[src/rtl/bf8b_mem_pkg.sv]
// Shared definitions for the unified byte memory arbiter: FSM state
// encoding, port identifiers and the wait-state counter width.
package bf8b_mem_pkg;

  localparam int CNT_W = 4;

  typedef enum logic [1:0] {
    ST_IDLE = 2'd0,
    ST_BUSY = 2'd1,
    ST_ACK  = 2'd2
  } state_t;

  localparam logic PORT_I = 1'b0;
  localparam logic PORT_D = 1'b1;

endpackage

[src/rtl/mem_array.sv]
// Single-port synchronous byte RAM with a registered read. No reset:
// contents survive a controller reset.
module mem_array #(
  parameter int M_WIDTH = 8
) (
  input  logic               clk,
  input  logic               we,
  input  logic [M_WIDTH-1:0] addr,
  input  logic [M_WIDTH-1:0] wdata,
  output logic [M_WIDTH-1:0] rdata
);

  logic [M_WIDTH-1:0] r_mem [2**M_WIDTH];

  // Write when enabled; read port is registered every cycle.
  always_ff @(posedge clk) begin
    if (we) r_mem[addr] <= wdata;
    rdata <= r_mem[addr];
  end

endmodule

[src/rtl/mem_arbiter.sv]
// Arbiter in front of a unified single-port byte memory, serving a fetch
// port (I, read-only) and a load/store port (D). Accesses are serialised
// and padded with WAIT_STATES cycles between grant and access.
// Optional build macro: MEM_ARB_ROUND_ROBIN_EN -- ties alternate between
// ports using a last-winner flag; otherwise D always wins a tie.
//
//   state | meaning
//   IDLE  | waiting for a request; grant and latch request fields
//   BUSY  | counting wait states; access the array when count is zero
//   ACK   | one-cycle ready pulse to the granted port
module mem_arbiter #(
  parameter int M_WIDTH     = 8,
  parameter int WAIT_STATES = 1
) (
  input  logic               clk,
  input  logic               rst,
  input  logic               i_req,
  input  logic [M_WIDTH-1:0] i_addr,
  output logic [M_WIDTH-1:0] i_data,
  output logic               i_ready,
  input  logic               d_req,
  input  logic               d_we,
  input  logic [M_WIDTH-1:0] d_addr,
  input  logic [M_WIDTH-1:0] d_wdata,
  output logic [M_WIDTH-1:0] d_rdata,
  output logic               d_ready,
  output logic               busy
);
  import bf8b_mem_pkg::*;

  state_t             r_state, w_state_nxt;
  logic [CNT_W-1:0]   r_cnt, w_cnt_nxt;
  logic               r_gnt, r_we;
  logic [M_WIDTH-1:0] r_addr, r_wdata;
  logic [M_WIDTH-1:0] r_i_data, r_d_rdata;
  logic [M_WIDTH-1:0] w_rdata;
  logic               w_grant, w_access, w_winner, w_mem_we;
  logic               w_ack_i, w_ack_d;

`ifdef MEM_ARB_ROUND_ROBIN_EN
  logic r_last;

  // Pick the winner: on a tie, the port that did not win the last grant.
  always_comb begin
    w_winner = PORT_I;
    if (i_req && d_req) w_winner = ~r_last;
    else if (d_req)     w_winner = PORT_D;
  end

  // Remember who won the most recent grant (contested or not).
  always_ff @(posedge clk) begin
    if (!rst)         r_last <= PORT_I;
    else if (w_grant) r_last <= w_winner;
  end
`else
  // Pick the winner: fixed priority, D beats I.
  always_comb begin
    w_winner = PORT_I;
    if (d_req) w_winner = PORT_D;
  end
`endif

  // Next-state and counter logic.
  always_comb begin
    w_state_nxt = r_state;
    w_cnt_nxt   = r_cnt;
    w_grant     = 1'b0;
    w_access    = 1'b0;
    case (r_state)
      ST_IDLE: begin
        if (i_req || d_req) begin
          w_grant     = 1'b1;
          w_cnt_nxt   = CNT_W'(WAIT_STATES);
          w_state_nxt = ST_BUSY;
        end
      end
      ST_BUSY: begin
        if (r_cnt != '0) begin
          w_cnt_nxt = r_cnt - 1'b1;
        end else begin
          w_access    = 1'b1;
          w_state_nxt = ST_ACK;
        end
      end
      ST_ACK:  w_state_nxt = ST_IDLE;
      default: w_state_nxt = ST_IDLE;
    endcase
  end

  // State and wait counter registers.
  always_ff @(posedge clk) begin
    if (!rst) begin
      r_state <= ST_IDLE;
      r_cnt   <= '0;
    end else begin
      r_state <= w_state_nxt;
      r_cnt   <= w_cnt_nxt;
    end
  end

  // Latch the winning request at grant; later changes on the inputs are ignored.
  always_ff @(posedge clk) begin
    if (w_grant) begin
      r_gnt   <= w_winner;
      r_wdata <= d_wdata;
      if (w_winner == PORT_D) begin
        r_addr <= d_addr;
        r_we   <= d_we;
      end else begin
        r_addr <= i_addr;
        r_we   <= 1'b0;
      end
    end
  end

  // A write is blocked if reset arrives on the access edge.
  assign w_mem_we = w_access && r_we && rst;

  mem_array #(.M_WIDTH(M_WIDTH)) u_mem (
    .clk   (clk),
    .we    (w_mem_we),
    .addr  (r_addr),
    .wdata (r_wdata),
    .rdata (w_rdata)
  );

  assign w_ack_i = (r_state == ST_ACK) && (r_gnt == PORT_I);
  assign w_ack_d = (r_state == ST_ACK) && (r_gnt == PORT_D);

  // Hold each port's last read byte; updated as the ACK cycle ends.
  always_ff @(posedge clk) begin
    if (!rst) begin
      r_i_data  <= '0;
      r_d_rdata <= '0;
    end else if (r_state == ST_ACK && !r_we) begin
      if (r_gnt == PORT_I) r_i_data  <= w_rdata;
      else                 r_d_rdata <= w_rdata;
    end
  end

  // During ACK the freshly registered array byte is presented directly.
  assign i_data  = w_ack_i ? w_rdata : r_i_data;
  assign d_rdata = (w_ack_d && !r_we) ? w_rdata : r_d_rdata;
  assign i_ready = w_ack_i;
  assign d_ready = w_ack_d;
  assign busy    = (r_state == ST_BUSY) || (r_state == ST_ACK);

endmodule

[config.mk]
export PLATFORM = sky130hd
export DESIGN_NAME = mem_arbiter
export DESIGN_NICKNAME = d
export VERILOG_FILES = /design/src/rtl/bf8b_mem_pkg.sv /design/src/rtl/mem_array.sv /design/src/rtl/mem_arbiter.sv
export SDC_FILE = /design/constraint.sdc
export NUM_CORES = 2
export LEC_CHECK = 0
export CAP_MARGIN = 20
export CELL_PAD_IN_SITES_DETAIL_PLACEMENT = 1
export CELL_PAD_IN_SITES_GLOBAL_PLACEMENT = 1
export CORE_UTILIZATION = 36
export CTS_CLUSTER_DIAMETER = 120
export DETAILED_ROUTE_END_ITERATION = 10
export PLACE_DENSITY_LB_ADDON = 0.1
export SYNTH_ARGS = -nofsm -noshare
export SYNTH_HDL_FRONTEND = slang
export SYNTH_SLANG_ARGS = --single-unit
[constraint.sdc]
create_clock -name clk -period 9.63 [get_ports clk]
set_input_delay 2.4075 -clock clk [delete_from_list [all_inputs] [get_ports clk]]
set_output_delay 2.4075 -clock clk [all_outputs]
set_load 0.005 [all_outputs]
==> run metrics <==
hold slack=0.487 ns; # placed instances=6,538; Comb power frac=0.169; die height=473 um; post-synthesis simple-gate area fraction=0.0181; fin area=91,600 um2; worst skew pair latency=0.87 ns; Post-Syn Area=80,000 um2; Finished Layout Cells=6,956; grt ovf=0; Post-DRT Antenna Nets=0; antenna violations before repair=8; sequential cell area=62,600 um2; clock buffer count from CTS=224; clock power share=0.373; Sequential Power Share=0.459; Die W=473 um; Avg Cell Area, Syn=21.8 um2; Async S/R FF share, synth=0; mux cell area share after synthesis=0.148; H-tree Lvls=4; post-CTS setup buffers=0; synth unique cells=30; FP Rows=172; vias in the first global route=40,844; Post-synth EDFFs=2,066; setup TNS=0 ns; Placed Instance Area=84,200 um2; area of the multi-input gates=16,500 um2; fin crit period=5.42 ns; Compound-Gate Fraction of Synth Area=0.0373; Routed WL=238 mm; cts repair resizes=0; first-pass iteration count of the detailed router=5; sequential area share after synthesis=0.783; Initial Utilization=0.363; CTS tree=built; Synth top area share=0.776; Core Area=220,000 um2; full die area=224,000 um2; CP required=7.22 ns; sw power=6.41 mW; Final Hold Fails=0; first-pass GRT wire length=334 mm; Synth Area in Adders=0.000939; I/O Buffers=47; Static Leak=27.6 nW; max cap viols=0; Root Driver=clkbuf_16; Worst EP arrival=3.01 ns; Setup Crit Path Kind=register to output port; Pwr per Cell Area=255 nW/um2; Area Growth Syn to Fin=14.5%; crit path max fanout=18; Fmax achieved=0.185 GHz; biggest area consumer among synthesized cells=edfxtp_1; hold buffers post-CTS=0; Reg clk slew, reported paths=0.06 ns; RD Place Congestion=0.809; Num Clock Sinks=2,096; Via density=5.53; Remaining DRCs=0; Critical Path Start Type=register; maximum root-to-sink buffer count=3; largest family of logic cells by synthesized area=multiplexers; fillers=20,205; share of cells above drive strength 1=0.244; synthesized flop and latch total=2,096; DRT iter0 DRCs=4,021; Cells after Synth=3,674; I/O pin total=48; xor-xnor portion of the synthesized cell area=0.000219; worst vdd rail ir drop=181 uV; routed length per instance=34.2 um; Slew Limit Fails=0; Post-Route Skew=0.0417 ns; fin crit share=0.563; Crit. End Element=output port; Synth warnings=0; RSZ-0062 raised after global routing=no; top_reg_cell synth=edfxtp_1; Power Internal=16.9 mW; hold crit path type=register to register; Worst Max-Slew Pin Slew=1.12 ns; largest net degree at the start of global routing=140; nets@finish=3,841; slew margin rel.=0.255; Area contributors post-synth=edfxtp_1 (78%), mux4_2 (14%), a22oi_1 (2.4%); Switching Share=0.274; final setup vio count=0; Post-Syn Nets=3,709; status=complete, no violations; Post-DP HPWL=138 mm; via count=38,455; GRT Total Usage=0.214
-- per-layer routing --
| metal | share of wire | vias to the layer above | global-route usage | wire, um |
|---|---|---|---|---|
| li1 | - | 15805 | - | - |
| met1 | 0.45 | 21282 | 0.308 | 108000 |
| met2 | 0.48 | 1079 | 0.341 | 114000 |
| met3 | 0.046 | 287 | 0.0307 | 10900 |
| met4 | 0.021 | 2 | 0.0552 | 5000 |
| met5 | 0.000055 | - | 0 | 13 |
-- cell usage after synthesis (7+ instances only) --
cell,count
buf_2,43
inv_1,7
mux4_2,512
a21oi_1,129
and2_1,13
buf_1,16
mux2_2,24
a22oi_1,257
nor2_1,264
nor3_1,7
nand4_1,9
o21ai_0,10
clkbuf_1,156
nor2b_1,8
o41ai_1,32
dfxtp_1,30
buf_4,14
nand3_1,7
nand2_1,41
a21boi_0,9
edfxtp_1,2066
-- flip-flops by register name (all words and copies together) (netlist names) --
| signal | flops |
|---|---|
| r_cnt | 4 |
| r_wdata | 8 |
| u_mem.rdata | 8 |
| r_we | 1 |
| r_gnt | 1 |
| u_mem.r_mem | 2048 |
| r_i_data | 8 |
| r_d_rdata | 8 |
| r_addr | 8 |
| r_state | 2 |
-- cell usage in the layout, fill, tap and decap left out, types with 28 or more instances in the layout --
cell,instances
edfxtp_1,2066
dfxtp_1,30
a21oi_1,129
buf_4,70
nor2_1,262
clkinv_2,33
clkbuf_1,40
mux4_2,512
a22oi_1,257
o41ai_1,28
clkbuf_16,228
clkinv_1,54
clkdlybuf4s50_1,47
-- power groups by stage --
| stage | Clock [mW] | Combinational (mW) | Sequential, mW |
|---|---|---|---|
| final | 8.70 | 3.93 | 10.7 |
| after floorplan | 0 | 2.03 | 11.2 |
| after global placement | 0 | 4.04 | 10.9 |
| after detailed placement | 0 | 4.03 | 10.9 |
| after CTS | 8.88 | 4.03 | 10.7 |
| after global routing | 9.18 | 4.18 | 10.7 |
-- cell families (layout without fill, tap and decap cells) --
kind of cell / Yosys count / count (layout)
adders and majority gates: 6 / 6
muxes: 537 / 537
and+or+nand+nor: 356 / 356
DFF: 2096 / 2096
xor gates and xnor gates: 2 / 2
buffers and inverters: 239 / 561
other: 0 / 2
AOI/OAI and AO/OA: 438 / 438
-- final cells by class --
type	instances	area share
inverter	8	0.000328
antenna	2	0.0000546
sequential	2096	0.684
multi-input combinational	1339	0.180
timing repair buffer	137	0.0151
clock inverter	146	0.0166
tap	2958	0.0404
clock buffer	270	0.0642
-- worst max-delay path, stage by stage (launching register included) --
cell and delay (ns):
dfxtp_1 0.38, inv_1 0.08, ha_1 0.23, nand2b_1 0.55, mux2_2 0.43, clkdlybuf4s50_1 0.46
-- worst paths after layout --
path | cells past startpoint | end | slack, ns | startpoint
setup / recovery | 5 | i_data[1] | 4.21 | r_state[0]
hold / removal | 2 | r_i_data[0] | 0.49 | r_i_data[0]
setup reg to reg | 9 | u_mem.rdata[4] | 4.86 | r_addr[0]
hold reg to reg | 2 | r_i_data[0] | 0.49 | r_i_data[0]
-- stage by stage --
| step | power, mW | worst slack (ns) | utilization |
|---|---|---|---|
| 2_1_floorplan | 13.3 | 5.58 | - |
| 3_3_place_gp | 14.9 | 3.34 | 0.382 |
| 3_5_place_dp | 14.9 | 3.35 | 0.383 |
| 4_1_cts | 23.6 | 4.13 | 0.416 |
| 5_1_grt | 24.1 | 4.04 | 0.416 |
| 6_report | 23.3 | 4.21 | 0.416 |
Power figures use the tool's default switching activity.
